File: config.mk
export PLATFORM = sky130hd
export DESIGN_NAME = xadc_drp_config_writer_flat
export DESIGN_NICKNAME = d
export VERILOG_FILES = /design/src/rtl/xadc_drp_config_writer_if.sv /design/src/rtl/xadc_drp_config_writer.sv /design/src/flat_wrapper.sv
export SDC_FILE = /design/constraint.sdc
export NUM_CORES = 1
export LEC_CHECK = 0
export CAP_MARGIN = 10
export CORE_AREA = 3 3 84 106
export CTS_BUF_LIST = sky130_fd_sc_hd__clkbuf_16
export CTS_CLUSTER_SIZE = 10
export DETAILED_ROUTE_END_ITERATION = 8
export DIE_AREA = 0 0 87 109
export DONT_BUFFER_PORTS = 1
export PLACE_DENSITY = 0.39
export SYNTH_ARGS = -nofsm -noshare
export SYNTH_HDL_FRONTEND = slang
export SYNTH_SLANG_ARGS = --single-unit
File: constraint.sdc
create_clock -name clk -period 2 [get_ports clk]
set_input_delay 0.6 -clock clk [delete_from_list [all_inputs] [get_ports clk]]
set_output_delay 0.6 -clock clk [all_outputs]
set_load 0.02 [all_outputs]
File: src/rtl/xadc_drp_config_writer_if.sv
// DRP bus bundle: the application-side read port and the XADC-side DRP port.
// The writer takes the master modport. The XADC/application side takes the slave modport.
interface xadc_drp_config_writer_if;
  logic        app_den;
  logic [6:0]  app_daddr;
  logic        app_drdy;
  logic [15:0] app_do;
  logic        drp_den;
  logic        drp_dwe;
  logic [6:0]  drp_daddr;
  logic [15:0] drp_di;
  logic [15:0] drp_do;
  logic        drp_drdy;

  modport master (
    input  app_den, app_daddr, drp_do, drp_drdy,
    output app_drdy, app_do, drp_den, drp_dwe, drp_daddr, drp_di
  );

  modport slave (
    output app_den, app_daddr, drp_do, drp_drdy,
    input  app_drdy, app_do, drp_den, drp_dwe, drp_daddr, drp_di
  );
endinterface

File: src/rtl/xadc_drp_config_writer.sv
// XADC configuration writer. It programs the config registers over DRP after reset
// or on request, optionally reads each one back and retries on a mismatch, and
// passes application reads straight through whenever it is not using the bus.
//
// state     | meaning
// S_IDLE    | pass-through, no sequence run yet
// S_WR_REQ  | one-cycle DRP write of table[idx]
// S_WR_WAIT | waiting for write drdy (timed)
// S_RD_REQ  | one-cycle DRP read-back of table[idx]
// S_RD_WAIT | waiting for read drdy (timed), compare data
// S_NEXT    | advance to next table entry or finish
// S_DONE    | pass-through, sequence succeeded
// S_ERROR   | pass-through, sequence failed at err_addr
module xadc_drp_config_writer #(
  parameter logic [15:0] CFG0_VAL       = 16'h3000,
  parameter logic [15:0] CFG1_VAL       = 16'h2000,
  parameter logic [15:0] CFG2_VAL       = 16'h0400,
  parameter logic [15:0] SEQ_AUX_VAL    = 16'h8000,
  parameter bit          VERIFY         = 1'b1,
  parameter int unsigned MAX_RETRIES    = 2,
  parameter int unsigned TIMEOUT_CYCLES = 64,
  parameter bit          AUTO_START     = 1'b1
) (
  input  logic                         clk,
  input  logic                         reset,
  input  logic                         start,
  xadc_drp_config_writer_if.master     bus,
  output logic                         busy,
  output logic                         done,
  output logic                         error,
  output logic [6:0]                   err_addr
);

  localparam int TW = (TIMEOUT_CYCLES > 1) ? $clog2(TIMEOUT_CYCLES) : 1;
  localparam logic [TW-1:0] TMO_LAST = TW'(TIMEOUT_CYCLES - 1);
  localparam logic [2:0] RETRY_MAX = 3'(MAX_RETRIES);

  typedef enum logic [2:0] {
    S_IDLE, S_WR_REQ, S_WR_WAIT, S_RD_REQ, S_RD_WAIT, S_NEXT, S_DONE, S_ERROR
  } state_t;

  state_t        state, state_nxt;
  logic [2:0]    idx, idx_nxt;
  logic [2:0]    retry, retry_nxt;
  logic [TW-1:0] tmo, tmo_nxt;
  logic [6:0]    err_q, err_nxt;
  logic          app_pending, start_req, auto_req;
  logic          pass, accept;
  logic [6:0]    ent_addr;
  logic [15:0]   ent_data;

  // Fixed programming table; the sequencer is parked first so the other regs land safely.
  always_comb begin
    ent_addr = 7'h41;
    ent_data = CFG1_VAL & 16'h0FFF;
    case (idx)
      3'd1: begin ent_addr = 7'h40; ent_data = CFG0_VAL;    end
      3'd2: begin ent_addr = 7'h42; ent_data = CFG2_VAL;    end
      3'd3: begin ent_addr = 7'h4B; ent_data = SEQ_AUX_VAL; end
      3'd4: begin ent_addr = 7'h41; ent_data = CFG1_VAL;    end
      default: ;
    endcase
  end

  // A start is held off while an app read is outstanding; it may go on the cycle that read's drdy arrives.
  always_comb begin
    pass   = (state == S_IDLE) || (state == S_DONE) || (state == S_ERROR);
    accept = pass && (start || start_req || auto_req) && !bus.app_den &&
             (!app_pending || bus.drp_drdy);
  end

  // Next-state, counters and DRP/app bus muxing.
  always_comb begin
    state_nxt     = state;
    idx_nxt       = idx;
    retry_nxt     = retry;
    tmo_nxt       = tmo;
    err_nxt       = err_q;
    bus.drp_den   = 1'b0;
    bus.drp_dwe   = 1'b0;
    bus.drp_daddr = ent_addr;
    bus.drp_di    = 16'h0000;
    bus.app_drdy  = 1'b0;
    bus.app_do    = 16'h0000;
    case (state)
      S_IDLE, S_DONE, S_ERROR: begin
        bus.drp_den   = bus.app_den;
        bus.drp_daddr = bus.app_daddr;
        bus.app_drdy  = bus.drp_drdy;
        bus.app_do    = bus.drp_do;
        if (accept) begin
          state_nxt = S_WR_REQ;
          idx_nxt   = 3'd0;
          retry_nxt = 3'd0;
          err_nxt   = 7'h00;
        end
      end
      S_WR_REQ: begin
        bus.drp_den = 1'b1;
        bus.drp_dwe = 1'b1;
        bus.drp_di  = ent_data;
        tmo_nxt     = '0;
        state_nxt   = S_WR_WAIT;
      end
      S_WR_WAIT: begin
        if (bus.drp_drdy) begin
          state_nxt = VERIFY ? S_RD_REQ : S_NEXT;
        end else if (tmo == TMO_LAST) begin
          state_nxt = S_ERROR;
          err_nxt   = ent_addr;
        end else begin
          tmo_nxt = tmo + 1'b1;
        end
      end
      S_RD_REQ: begin
        bus.drp_den = 1'b1;
        tmo_nxt     = '0;
        state_nxt   = S_RD_WAIT;
      end
      S_RD_WAIT: begin
        if (bus.drp_drdy) begin
          if (bus.drp_do == ent_data) begin
            state_nxt = S_NEXT;
          end else if (retry < RETRY_MAX) begin
            retry_nxt = retry + 3'd1;
            state_nxt = S_WR_REQ;
          end else begin
            state_nxt = S_ERROR;
            err_nxt   = ent_addr;
          end
        end else if (tmo == TMO_LAST) begin
          state_nxt = S_ERROR;
          err_nxt   = ent_addr;
        end else begin
          tmo_nxt = tmo + 1'b1;
        end
      end
      S_NEXT: begin
        if (idx == 3'd4) begin
          state_nxt = S_DONE;
        end else begin
          idx_nxt   = idx + 3'd1;
          retry_nxt = 3'd0;
          state_nxt = S_WR_REQ;
        end
      end
      default: state_nxt = S_IDLE;
    endcase
  end

  // State, counters and start/app bookkeeping registers.
  always_ff @(posedge clk or negedge reset) begin
    if (!reset) begin
      state       <= S_IDLE;
      idx         <= 3'd0;
      retry       <= 3'd0;
      tmo         <= '0;
      err_q       <= 7'h00;
      app_pending <= 1'b0;
      start_req   <= 1'b0;
      auto_req    <= AUTO_START;
    end else begin
      state <= state_nxt;
      idx   <= idx_nxt;
      retry <= retry_nxt;
      tmo   <= tmo_nxt;
      err_q <= err_nxt;
      if (pass && bus.app_den)  app_pending <= 1'b1;
      else if (bus.drp_drdy)    app_pending <= 1'b0;
      if (accept)               start_req <= 1'b0;
      else if (pass && start)   start_req <= 1'b1;
      if (accept)               auto_req <= 1'b0;
    end
  end

  assign busy     = !pass;
  assign done     = (state == S_DONE);
  assign error    = (state == S_ERROR);
  assign err_addr = err_q;

endmodule
File: src/flat_wrapper.sv
// flat-port wrapper written by rule: the top's interface ports become plain ports
module xadc_drp_config_writer_flat 
#(
  parameter logic [15:0] CFG0_VAL       = 16'h3000,
  parameter logic [15:0] CFG1_VAL       = 16'h2000,
  parameter logic [15:0] CFG2_VAL       = 16'h0400,
  parameter logic [15:0] SEQ_AUX_VAL    = 16'h8000,
  parameter bit          VERIFY         = 1'b1,
  parameter int unsigned MAX_RETRIES    = 2,
  parameter int unsigned TIMEOUT_CYCLES = 64,
  parameter bit          AUTO_START     = 1'b1
)
  (clk, reset, start, busy, done, error, err_addr, bus_app_den, bus_app_daddr, bus_drp_do, bus_drp_drdy, bus_app_drdy, bus_app_do, bus_drp_den, bus_drp_dwe, bus_drp_daddr, bus_drp_di);
  xadc_drp_config_writer_if bus_i ();
  input  logic clk;
  input  logic reset;
  input  logic start;
  output logic busy;
  output logic done;
  output logic error;
  output logic [6:0] err_addr;
  input wire logic [$bits(bus_i.app_den)-1:0] bus_app_den;
  input wire logic [$bits(bus_i.app_daddr)-1:0] bus_app_daddr;
  input wire logic [$bits(bus_i.drp_do)-1:0] bus_drp_do;
  input wire logic [$bits(bus_i.drp_drdy)-1:0] bus_drp_drdy;
  output wire logic [$bits(bus_i.app_drdy)-1:0] bus_app_drdy;
  output wire logic [$bits(bus_i.app_do)-1:0] bus_app_do;
  output wire logic [$bits(bus_i.drp_den)-1:0] bus_drp_den;
  output wire logic [$bits(bus_i.drp_dwe)-1:0] bus_drp_dwe;
  output wire logic [$bits(bus_i.drp_daddr)-1:0] bus_drp_daddr;
  output wire logic [$bits(bus_i.drp_di)-1:0] bus_drp_di;
  assign bus_i.app_den = bus_app_den;
  assign bus_i.app_daddr = bus_app_daddr;
  assign bus_i.drp_do = bus_drp_do;
  assign bus_i.drp_drdy = bus_drp_drdy;
  assign bus_app_drdy = bus_i.app_drdy;
  assign bus_app_do = bus_i.app_do;
  assign bus_drp_den = bus_i.drp_den;
  assign bus_drp_dwe = bus_i.drp_dwe;
  assign bus_drp_daddr = bus_i.drp_daddr;
  assign bus_drp_di = bus_i.drp_di;
  xadc_drp_config_writer #(.CFG0_VAL(CFG0_VAL), .CFG1_VAL(CFG1_VAL), .CFG2_VAL(CFG2_VAL), .SEQ_AUX_VAL(SEQ_AUX_VAL), .VERIFY(VERIFY), .MAX_RETRIES(MAX_RETRIES), .TIMEOUT_CYCLES(TIMEOUT_CYCLES), .AUTO_START(AUTO_START)) u_core (.clk(clk), .reset(reset), .start(start), .bus(bus_i), .busy(busy), .done(done), .error(error), .err_addr(err_addr));
endmodule
; After elaboration in Yosys (flattened, before gate mapping)
; Index checks and enable logic that the tools add are counted.
[classes]
n_reduce_logical = 27
eq_ne = 23
addsub = 3
muxes = 38
div = 0
n_mul = 0
order_cmp = 1
bitwise_logic = 0
shift = 0
[ops]
columns = op, n
row1 = case mux 16 bit (4 select lines), 1
row2 = two-way mux 7 bit, 7
row3 = two-way mux 3 bit, 13
row4 = two-way mux 16 bit, 2
row5 = case mux 7 bit (3 select lines), 1
row6 = case mux 3 bit (6 select lines), 1
row7 = equality test 16 bit, 1
row8 = equality test 3 bit (second input constant), 5
row9 = equality test 3 x 2 -> 1 bit (second input constant), 4
row10 = two-way mux 6 bit, 2
row11 = != test 2 bit (second input constant), 6
row12 = case mux 4 bit (3 select lines), 1
row13 = case mux 6 bit (2 select lines), 1
row14 = case mux 3 bit (3 select lines), 1
row15 = nonzero test 2 bit, 4
row16 = adder 3 x 1 -> 3 bit (second input constant), 2
row17 = adder 6 x 1 -> 6 bit (second input constant), 1
row18 = equality test 3 x 1 -> 1 bit (second input constant), 2
row19 = equality test 6 bit (second input constant), 1
row20 = two-way mux 1 bit, 6
row21 = != test 3 bit (second input constant), 2
row22 = case mux 3 bit (2 select lines), 1
row23 = AND reduction 3 bit, 2
row24 = AND reduction 6 bit, 1
row25 = 11 further kinds, 24
[totals]
reg_bits = 25
rom_bits = 0
elab_cells = 100
n_memories = 0
mem_bits_rw = 0
latchBits = 0

; Longest topological paths before layout
; Gate-level depths: netlist of the first run.
[depth]
ltp_word = 8
mapped_depth = 8
mapped_depth_nobuf = 8

; Worst setup path after synthesis of the first run
; Ideal clock, no wire load.
[synth_path]
path_kind = reg2out
from = register u_core.state[2]
to = output port bus_drp_daddr[0]
path_buffers = 2
setup_slack_ns = -0.269
t_required_ns = 1.400
arrival_ns = 1.669
path_stages_with_launch = 6
cell_sequence = dfrtp_1 -> ha_1 -> nand2b_1 -> buf_4 -> clkbuf_1 -> o21ai_0
[synth_via]
elab_chain_len = 3
[synth_rtl]
columns = item, line_no
row1 = from (decl), xadc_drp_config_writer.sv:42  ; state_t state, state_nxt;
row2 = from (signal assigned), xadc_drp_config_writer.sv:163  ; state <= state_nxt;
row3 = equality test 3 bit / zero test 3 bit (equally long branches), xadc_drp_config_writer.sv:85  ; case (state)
row4 = OR reduction 3 bit (*), xadc_drp_config_writer.sv:85
row5 = two-way mux 7 bit (*), xadc_drp_config_writer.sv:85
row6 = to (decl), flat_wrapper.sv:30  ; output wire logic [$bits(bus_i.drp_daddr)-1:0] bus_drp_daddr;
; Mark *: on every way between the ends. The rest lies on a longest branch, timed or not.

; Final worst setup path of the first run
[layout_path]
from = register u_core.idx[0]
to = output port bus_drp_di[15]
[layout_via]
elab_chain_len = 3
[layout_rtl]
columns = item, line_no
row1 = from (decl), xadc_drp_config_writer.sv:43  ; logic [2:0] idx, idx_nxt;
row2 = from (signal assigned), xadc_drp_config_writer.sv:164  ; idx <= idx_nxt;
row3 = "equality test 3 bit, or another cell as far along", xadc_drp_config_writer.sv:56  ; case (idx)
row4 = case mux 16 bit (4 select lines) (*), xadc_drp_config_writer.sv:56
row5 = two-way mux 16 bit (*), xadc_drp_config_writer.sv:85
row6 = to (decl), flat_wrapper.sv:31  ; output wire logic [$bits(bus_i.drp_di)-1:0] bus_drp_di;
; Marks and branches as above.

==> parameters.txt, run 1 <==
Parameter                              Value

Logic synthesis
  Post-synthesis compound-gate area fraction ... 19.56%
  Combinational family with the most area after synthesis ... simple AND/OR/NAND/NOR gates
  Unique cell type count in the Yosys netlist ... 52
  Post-synthesis adder-cell area fraction ... 5.660%
  Xor and xnor fraction of the mapped netlist area ... 2.138%
  Netlist area before placement ... 0.001989 mm²
  Number of storage elements in the synthesis netlist ... 25
  Average instance area after synthesis ... 8.289 µm²
  Synth Warn # ... 0
  Dominant register cell in the synthesized netlist ... sky130_fd_sc_hd__dfrtp_1
  Sequential-to-total area share from yosys stat ... 31.51%
  Number of enable flip-flop cells after synthesis ... 0
  Async set or reset register ratio after synthesis ... 100.0%
  Cells after synthesis ... between 200 and 250
  Post-synthesis mux area share ... 1.006%
  Area share of and/or/nand/nor cells after synthesis ... between 30% and 40%

Pwr
  Switching part of the total power ... between 40% and 50%
  Relative contribution of the clock network to total power ... 9.0%
  NetSw ... ~2.3 mW
  Reported leakage power ... 1.424 nW
  Highest ir drop seen on vdd ... roughly 0.88 mV
  Cell Int Power ... 2.862 mW
  Post-layout power ... 5.194 mW
  Logic pwr share ... 76.3%
  Register share of total power ... 14.7%
  Pwr per Cell Area ... 1601 mW/mm²

STA
  Final clock period utilization by the worst path ... 118.5%
  Total of endpoints with negative setup slack in the final report ... 45
  Final Hold Vio Count ... 0
  Crit path time final ... ~2.4 ns
  Hold Slack ... 0.02311 ns
  RSZ-0062 raised after global routing ... true
  Final count of pins violating max slew ... 0
  Final Skew ... 0.003454 ns
  Setup TNS Final ... -7.465 ns
  Post-route setup slack ... -0.3706 ns
  Maximum achievable frequency ... 421.8 MHz

Critical path
  CP Data Required Time ... 1.40 ns
  Launching element type of the critical path ... flip-flop
  Number of cells traversed by the worst register-to-register path ... 9
  Crit path arrival time ... 1.77 ns
  Crit path kind ... reg -> out
  Critical path fanouts, max ... 4
  Type of destination of the critical path ... output pin
  FF-to-FF setup slack ... -0.27 ns
  Worst R2R End ... u_core.retry[0]
  Source of the worst register-to-register timing path ... u_core.idx[0]

Clocking
  CTS buffer count ... 3
  H-tree level count ... 1
  Clock insertion delay at the later pin of the skew report ... 0.26 ns
  Number of clock sinks ... 25
  CTS root buffer ... sky130_fd_sc_hd__clkbuf_16
  Buffers from clock root to sink, at most ... 2
  Clock tree from TritonCTS ... done
  Hold-fix buffers, CTS ... 0
  Worst-path clk slew ... 0.07 ns

Floorplan
  Die X-Extent ... 87 µm
  Number of placed I/O pins ... 80
  Total Die Area ... 0.009483 mm²
  Total core area ... 0.007883 mm²
  Cell Rows ... 36
  Height of the chip ... 109 µm
  Effective utilization at floorplan ... between 20% and 30%

Placement
  Final HPWL DP ... 4623 µm
  Pre-CTS setup slack ... -0.2877 ns
  IO Port Bufs ... 0
  Placed insts ... roughly 370
  Placer congestion estimate ... ~0.77

Finish
  Number of non-filler instances in the completed layout ... 406
  Filler cell count in the final layout ... 762
  Most frequent standard cell in the layout excluding fill and tap cells ... sky130_fd_sc_hd__buf_4
  Leading cell types in the layout, fill and taps excluded ... sky130_fd_sc_hd__buf_4, sky130_fd_sc_hd__dfrtp_1, sky130_fd_sc_hd__nand2_1, sky130_fd_sc_hd__and2_4, sky130_fd_sc_hd__buf_6
  Share of cells above drive strength 1 ... 53.05%
  Number of diodes ... 0
  Net count, final ... 349
  Synth-to-layout area growth ... 63.08%

Routing
  Wire length on met3 ... around 480 µm
  Antenna Violating Nets Remaining ... 0
  Highest routed layer ... met4
  Wire length reported by the detailed router ... 6546 µm
  Vias per cell ... 4.924
  DRC violation total after the first TritonRoute iteration ... ~100
  Pre-antenna DRT Iters ... 4
  Met2 wire length ... ~3400 µm
  Count of unresolved DRC violations after routing ... 0
  Drt wl/cell ... 16.12 µm
  Detailed-route wire length on metal 1 ... around 2600 µm
  Vias ... ~2000

Global route
  Wire length of the first global-routing pass ... 10110 µm
  Largest net degree at the start of global routing ... 26
  Leftover overflow at the end of global routing ... 0
  Initial antenna violation count ... 0
  Via count of the first global-routing pass ... roughly 2100
  Overall routing resource usage ... 13.61%

Worst hold path
  Class of the tightest hold or removal check ... in -> async

Run status
  Violated checks ... negative setup slack
  Status ... complete, but fails checks

Run
  Max-cap viol count ... 0
kinds of logic after synthesis:
| family | count (synthesis) |
|---|---|
| and+or+nand+nor | 113 |
| AOI/OAI and AO/OA | 54 |
| buffers and inverters | 32 |
| DFF | 25 |
| adders and majority gates | 9 |
| xor gates and xnor gates | 4 |
| muxes | 2 |
| other | 1 |
power groups by stage:
stage	registers, mW	logic (mW)	clock network, mW
after floorplan	0.741	1.84	0
after global placement	0.744	2.57	0
after detailed placement	0.745	2.57	0
after CTS	0.758	3.44	0.484
after global routing	0.781	4.24	0.500
final	0.762	3.96	0.470
worst max path at each step:
stage	start	endpoint	slack [ns]
finish	u_core.idx[0]	bus_drp_di[15]	-0.37
global route	u_core.idx[1]	bus_drp_di[15]	-0.42
CTS	u_core.idx[1]	bus_drp_di[15]	-0.38
detailed placement	u_core.idx[1]	u_core.retry[1]	-0.29
global placement	u_core.idx[1]	u_core.retry[1]	-0.20
floorplan	u_core.idx[1]	u_core.err_addr[3]	-0.05
cells in the mapped netlist (2+ instances only):
library cell	count	area [µm²]
sky130_fd_sc_hd__nor2_1	19	71.32
sky130_fd_sc_hd__nand2_1	25	93.84
sky130_fd_sc_hd__nand3_1	8	40.04
sky130_fd_sc_hd__and2_1	22	137.6
sky130_fd_sc_hd__o21ai_0	16	80.08
sky130_fd_sc_hd__dfrtp_1	24	600.6
sky130_fd_sc_hd__a21oi_1	10	50.05
sky130_fd_sc_hd__a21o_1	3	22.52
sky130_fd_sc_hd__nor2b_1	5	31.28
sky130_fd_sc_hd__buf_4	13	97.59
sky130_fd_sc_hd__buf_2	3	15.01
sky130_fd_sc_hd__or3_1	2	12.51
sky130_fd_sc_hd__mux2i_1	2	20.02
sky130_fd_sc_hd__xnor2_1	3	26.28
sky130_fd_sc_hd__nor4_1	4	25.02
sky130_fd_sc_hd__nor3b_1	2	15.01
sky130_fd_sc_hd__buf_6	2	22.52
sky130_fd_sc_hd__ha_1	9	112.6
sky130_fd_sc_hd__a31oi_1	5	31.28
sky130_fd_sc_hd__nor3_1	4	20.02
sky130_fd_sc_hd__and3_1	4	25.02
sky130_fd_sc_hd__nand2b_1	8	50.05
sky130_fd_sc_hd__clkbuf_1	2	7.510
sky130_fd_sc_hd__o2bb2ai_1	2	17.52
sky130_fd_sc_hd__or2_1	2	12.51
sky130_fd_sc_hd__a22o_1	4	35.03
sky130_fd_sc_hd__inv_1	12	45.04
worst max-delay path, stage by stage (launching register included):
cell,delay (ns)
sky130_fd_sc_hd__dfrtp_2,0.46
sky130_fd_sc_hd__ha_4,0.18
sky130_fd_sc_hd__or4_4,0.52
sky130_fd_sc_hd__o211ai_1,0.12
sky130_fd_sc_hd__nor2_1,0.06
sky130_fd_sc_hd__buf_4,0.16
per-layer routing:
metal / track usage [%] / up-vias
li1: - / 963
met1: 15.97 / 953
met2: 25.19 / 77
met3: 2.419 / 6
met4: 3.341 / 0
met5: 0 / -
layout make-up:
class                           count  area, µm²  share of cell area (%)
Timing Repair Buffer               73      691.9                   21.33
Clock buffer                        3      75.07                   2.314
Tap cell                           95      118.9                   3.664
Sequential cell                    25      631.9                   19.48
Inverter                           12      57.56                   1.774
Multi-Input combinational cell    197       1662                   51.21
Clock inverter                      1      7.507                  0.2314
state kept, by name (all words and copies together), names as in the netlist:
register            cells
u_core.err_addr         7
u_core.tmo              6
u_core.idx              3
u_core.retry            3
u_core.state            3
u_core.app_pending      1
u_core.auto_req         1
u_core.start_req        1
repair_timing:
action                                  4_1_cts  5_1_grt
hold endpoints to repair                      0        0
pin swaps                                    36       27
cloned                                        3        0
resized for setup                            76       36
endpoints found under the setup margin       45       50
setup buffers                                16       14
metrics by stage:
step	util (%)	area, µm²
finish	41.16	3244
global route	41.16	3244
CTS	37.81	2980
detailed placement	30.97	2441
global placement	30.97	2441
floorplan	-	2132
(Power assumes the default switching activity.)
==> run 2: changes to the inputs <==
Settings changed: CORE_AREA 3 3 84 106 to 3 3 108 84, DIE_AREA 0 0 87 109 to 0 0 111 87.
==> run 2 against run 1 <==
  * The flow still finishes with violations (negative setup slack)
  * Clock power rose by 4%
  * Register-to-register slack improved by 0.03 ns
  * Flip-flop and latch count unchanged
  * Cell count rose by 4.7%
  * Critical path depth increased by 1
  * Die area increased by 1.8%
  * Worst hold slack lost 0.013 ns
  * Sequential share of layout area shrank 0.37 points
  * Core utilization is 0.35 points higher
  * Power decreased by 0.99%
  * Clock-buffer cell count unchanged
  * First-iteration DRC count is 8.9% lower
  * Critical path type unchanged
  * Critical endpoint unchanged
  * Largest cell class unchanged
==> parameters.txt, run 2 (synthesis gave the netlist of run 1 again) <==
Parameter                              Value

Routing
  Antenna Violating Nets Remaining ... 0
  Highest routed layer ... met4
  Vias per cell ... 4.729
  DRC violation total after the first TritonRoute iteration ... slightly above 90
  Wire length on met3 ... approximately 300 µm
  Vias ... 2010
  Wire length reported by the detailed router ... between 6000 and 7000 µm
  Pre-antenna DRT Iters ... 4
  Count of unresolved DRC violations after routing ... 0
  Detailed-route wire length on metal 1 ... 3228 µm
  Met2 wire length ... 3155 µm
  Drt wl/cell ... 15.81 µm

Finish
  Number of non-filler instances in the completed layout ... 425
  Net count, final ... 358
  Leading cell types in the layout, fill and taps excluded ... sky130_fd_sc_hd__buf_4, sky130_fd_sc_hd__buf_6, sky130_fd_sc_hd__dfrtp_1, sky130_fd_sc_hd__and2_4, sky130_fd_sc_hd__nand2_1
  Share of cells above drive strength 1 ... 56.25%
  Number of diodes ... 0
  Filler cell count in the final layout ... 778
  Most frequent standard cell in the layout excluding fill and tap cells ... sky130_fd_sc_hd__buf_4
  Synth-to-layout area growth ... 65.91%
  Final core utilization ... 41.50%
  Max reg flops ... 7
  Post-route cell area ... 0.003301 mm²

Global route
  Overall routing resource usage ... 13.58%
  Leftover overflow at the end of global routing ... 0
  Via count of the first global-routing pass ... 1951
  Initial antenna violation count ... 0
  Largest net degree at the start of global routing ... 26
  Wire length of the first global-routing pass ... 10580 µm

STA
  Crit path time final ... 2.391 ns
  Final Skew ... 0.01051 ns
  Hold Slack ... 0.01033 ns
  Total of endpoints with negative setup slack in the final report ... 47
  Maximum achievable frequency ... around 420 MHz
  Final clock period utilization by the worst path ... 119.6%
  Post-route setup slack ... -0.3913 ns
  Setup TNS Final ... -7.707 ns
  Final count of pins violating max slew ... 0
  Final Hold Vio Count ... 0
  RSZ-0062 raised after global routing ... true

Critical path
  Launching element type of the critical path ... flip-flop
  Critical Path Max Stage Delay ... 0.42 ns
  Crit path arrival time ... 1.79 ns
  Crit path kind ... reg -> out
  Source of the worst register-to-register timing path ... u_core.idx[0]
  Launching instance or port of the critical path ... u_core.idx[0]
  Series of cell instances along the critical path ... buf_4 > ha_2 > or4_4 > o211ai_1 > nor2_1 > buf_4
  Type of destination of the critical path ... output pin
  Top cell family by delay on the critical path ... simple AND/OR/NAND/NOR gates
  Number of cells traversed by the worst register-to-register path ... 9
  FF-to-FF setup slack ... -0.24 ns
  Critical path fanouts, max ... 4
  Worst path slowest cell ... sky130_fd_sc_hd__dfrtp_1
  CP Capture Point ... bus_drp_di[15]
  CP Buf/Inv Count ... 2
  Crit-path most repeated cell ... sky130_fd_sc_hd__buf_4
  CP Data Required Time ... 1.40 ns
  Depth of the critical timing path with buffers and inverters included ... 6
  Worst R2R End ... u_core.err_addr[3]

Clocking
  Number of clock sinks ... 25
  Worst-path clk slew ... 0.08 ns
  Buffers from clock root to sink, at most ... 2
  CTS root buffer ... sky130_fd_sc_hd__clkbuf_16
  CTS buffer count ... 3
  Clock insertion delay at the later pin of the skew report ... 0.27 ns
  H-tree level count ... 1
  Clock tree from TritonCTS ... done

Placement
  Cell area reported after detailed placement ... 0.002499 mm²
  Final HPWL DP ... 4748 µm
  Pre-CTS setup slack ... -0.2664 ns
  Placer congestion estimate ... 0.7682
  IO Port Bufs ... 0
  Placed insts ... 387

Floorplan
  Height of the chip ... about 87 µm
  Effective utilization at floorplan ... between 20% and 30%
  Total core area ... 0.007953 mm²
  Number of placed I/O pins ... 80
  Die X-Extent ... 111 µm
  Total Die Area ... 0.009657 mm²
  Cell Rows ... 28

Pwr
  Highest ir drop seen on vdd ... between 0.6 and 0.7 mV
  Pwr per Cell Area ... between 1500 and 2000 mW/mm²
  Reported leakage power ... between 1 and 1.5 nW
  Post-layout power ... 5.143 mW

Run
  Max-cap viol count ... 0

Run status
  Status ... complete, but fails checks
  Violated checks ... negative setup slack

Worst hold path
  Class of the tightest hold or removal check ... in -> async
==> run 2: cell count changes in the layout (fill, tap and decap cells not counted), moves of 4 or more <==
cell / before / now
sky130_fd_sc_hd__buf_6: 17 / 25
sky130_fd_sc_hd__buf_8: 4 / 0
sky130_fd_sc_hd__nand2_1: 18 / 14
sky130_fd_sc_hd__buf_4: 48 / 56
==> run 2: area by class of cell <==
class	instances	area (µm²)	area share, %
multi-input cells	197	1682	50.95
repair buffers	82	721.9	21.87
flip-flops and latches	25	630.6	19.11
well taps	105	131.4	3.980
clock buffers	3	75.07	2.274
inverters	12	52.55	1.592
clock inverters	1	7.507	0.2274
==> run 2: worst min-delay path by stage <==
| stage | end | depth (start not counted) | slack (ns) |
|---|---|---|---|
| global placement | u_core.err_addr[4] | 0 | 0.31 |
| global route | u_core.err_addr[1] | 0 | 0.002 |
| detailed placement | u_core.err_addr[4] | 0 | 0.31 |
| floorplan | u_core.app_pending | 0 | 0.30 |
| CTS | u_core.err_addr[4] | 0 | 0.01 |
| finish | u_core.err_addr[4] | 0 | 0.01 |
==> run 2: metal layers <==
layer	global-route usage [%]	vias up
met4	1.678	0
met1	19.29	974
met5	0	-
li1	-	989
met3	2.639	4
met2	22.14	43
==> run 2: report_power, final <==
group	internal, mW	leakage [nW]	switching (mW)
Sequential	0.621	0.327	0.132
Clock	0.273	0.0371	0.216
Combinational	1.90	1.10	2.00
==> run 2: repair_timing <==
item,4_1_cts,5_1_grt
gates cloned,3,0
buffers inserted,20,15
resized for setup,73,47
hold buffers,0,0
endpoints found under the setup margin,45,51
pin swaps,30,39
==> run 3: changes to the inputs <==
Settings changed: CORE_AREA 3 3 108 84 to 3 3 72 125, CTS_CLUSTER_DIAMETER set to 80, DIE_AREA 0 0 111 87 to 0 0 75 128.
==> run 3 against run 2 <==
  * Core utilization shrank 1.6 points
  * Sequential share of layout area is 0.63 points higher
  * Routed wire length is 0.15% higher
  * Combinational power shrank 4%
  * Critical path depth fell by 1
  * Clock skew decreased by 0.0039 ns
  * Flip-flop and latch count unchanged
  * Largest power group unchanged
  * Maximum frequency barely moved
  * First-iteration DRC count is 36% lower
  * The flow still finishes with violations (negative setup slack)
==> parameters.txt, run 3 (synthesis gave the netlist of run 1 again) <==
Parameter                              Value

Run status
  Status ... complete, but fails checks
  Violated checks ... negative setup slack

STA
  Normalized max-slew margin ... a little under three fifths
  Maximum achievable frequency ... 418.1 MHz
  Final count of pins violating max slew ... 0
  Slew @ Worst Pin ... 0.6689 ns
  Setup TNS Final ... -8.740 ns
  Post-route setup slack ... -0.3916 ns
  Final Hold Vio Count ... 0
  Total of endpoints with negative setup slack in the final report ... 46
  Final clock period utilization by the worst path ... 119.6%
  Crit path time final ... 2.392 ns
  Final Skew ... 0.006655 ns
  RSZ-0062 raised after global routing ... true

Clocking
  Worst-path clk slew ... approximately 0.070 ns
  H-tree level count ... 1
  CTS buffer count ... 3
  Clock tree from TritonCTS ... done
  Number of clock sinks ... 25
  CTS root buffer ... sky130_fd_sc_hd__clkbuf_16
  Buffers from clock root to sink, at most ... 2
  Clock insertion delay at the later pin of the skew report ... 0.27 ns

Floorplan
  Number of placed I/O pins ... 80
  Total core area ... 0.008016 mm²
  Die X-Extent ... 75 µm
  Height of the chip ... 128 µm
  Effective utilization at floorplan ... ~25%
  Total Die Area ... 0.009600 mm²
  Cell Rows ... between 40 and 50

Pwr
  Pwr per Cell Area ... about 1600 mW/mm²
  Relative contribution of the clock network to total power ... under 10%
  Cell Int Power ... 2.693 mW
  NetSw ... roughly 2.3 mW
  Reported leakage power ... 1.416 nW
  Post-layout power ... between 4 and 5 mW
  Highest ir drop seen on vdd ... 0.5584 mV
  Logic pwr share ... 75.0%
  Register share of total power ... 15.2%
  Switching part of the total power ... 45.86%

Critical path
  Crit path kind ... reg -> out
  Crit path arrival time ... 1.79 ns
  Critical path fanouts, max ... 4
  Type of destination of the critical path ... output pin
  CP Data Required Time ... 1.40 ns
  Launching element type of the critical path ... flip-flop

Worst hold path
  Class of the tightest hold or removal check ... in -> async

Global route
  Leftover overflow at the end of global routing ... 0
  Via count of the first global-routing pass ... 2098
  Initial antenna violation count ... 0
  Largest net degree at the start of global routing ... 26
  Wire length of the first global-routing pass ... 10230 µm
  Overall routing resource usage ... 14.13%

Finish
  Post-route cell area ... 0.003196 mm²
  Synth-to-layout area growth ... 60.63%
  Number of non-filler instances in the completed layout ... 407
  Filler cell count in the final layout ... 796
  Max reg flops ... 7
  Leading cell types in the layout, fill and taps excluded ... sky130_fd_sc_hd__buf_4, sky130_fd_sc_hd__dfrtp_1, sky130_fd_sc_hd__nand2_1, sky130_fd_sc_hd__and2_4, sky130_fd_sc_hd__buf_6
  Share of cells above drive strength 1 ... a little over half
  Number of diodes ... 0
  Net count, final ... 355
  Area taken by flip-flops and latches ... 630.6 µm²
  Most frequent standard cell in the layout excluding fill and tap cells ... sky130_fd_sc_hd__buf_4
  Area used by multi-input combinational logic ... 0.001635 mm²

Routing
  Antenna Violating Nets Remaining ... 0
  Wire length reported by the detailed router ... 6731 µm
  Count of unresolved DRC violations after routing ... 0
  Vias per cell ... ~5.0
  DRC violation total after the first TritonRoute iteration ... 59
  Pre-antenna DRT Iters ... 4
  Drt wl/cell ... 16.54 µm
  Vias ... 2022

Placement
  Placed insts ... 370
  Placer congestion estimate ... between 0.8 and 0.9
  Cell area reported after detailed placement ... roughly 0.0025 mm²
  Pre-CTS setup slack ... -0.2287 ns
  IO Port Bufs ... 0
  Final HPWL DP ... 4872 µm

Run
  Max-cap viol count ... 0
run 3: power by group through the flow:
| stage | sequential (mW) | combinational [mW] | clock [mW] |
|---|---|---|---|
| floorplan | 0.741 | 1.84 | 0 |
| global placement | 0.748 | 2.62 | 0 |
| detailed placement | 0.747 | 2.61 | 0 |
| CTS | 0.752 | 3.48 | 0.500 |
| global route | 0.767 | 4.03 | 0.520 |
| finish | 0.755 | 3.73 | 0.487 |
run 3: routing by layer:
layer / part of all wire (%) / wire length, µm / GRT usage [%]
met1: 35 / 2330 / 14.62
met2: 58 / 3878 / 27.03
met3: 5.5 / 373 / 1.570
met4: 2.2 / 148 / 6.080
met5: 0 / 0 / 0
run 3: cell type report:
cell class	instances	area share (%)
Inverter	12	1.566
Multi-Input combinational cell	197	51.17
Clock inverter	1	0.2349
Tap cell	90	3.524
Timing Repair Buffer	79	21.42
Clock buffer	3	2.349
Sequential cell	25	19.73
run 3: worst paths after layout:
| path | startpoint | to | slack [ns] | cells past startpoint |
|---|---|---|---|---|
| max | u_core.idx[1] | bus_drp_di[15] | -0.39 | 5 |
| min | reset | u_core.state[1] | 0.02 | 0 |
| max reg2reg | u_core.idx[1] | u_core.err_addr[3] | -0.27 | 8 |
| min reg2reg | u_core.tmo[3] | u_core.tmo[3] | 0.52 | 1 |
| max in group asynchronous | reset | u_core.err_addr[3] | 0.78 | 1 |
| min in group clk | bus_app_den | u_core.app_pending | 0.45 | 1 |
run 3: critical path, stage by stage (launching register included):
cell                       delay, ns
sky130_fd_sc_hd__dfrtp_2        0.46
sky130_fd_sc_hd__ha_4           0.17
sky130_fd_sc_hd__or4_4          0.52
sky130_fd_sc_hd__o211ai_1       0.14
sky130_fd_sc_hd__nor2_1         0.08
sky130_fd_sc_hd__buf_4          0.16
run 3: repair_timing:
action	in CTS	in global routing
setup endpoints to repair	48	49
gates cloned	3	0
hold buffers	0	1
pin swaps	27	30
resized for setup	71	27
hold endpoints to repair	0	14
setup buffers	24	9
run 3: stage by stage:
stage	hold WS (ns)	util, %
final	0.01892	39.86
after global routing	0.01130	39.86
after CTS	0.006811	37.57
after detailed placement	0.3053	30.59
after global placement	0.3055	30.59
after floorplan	0.3044	-
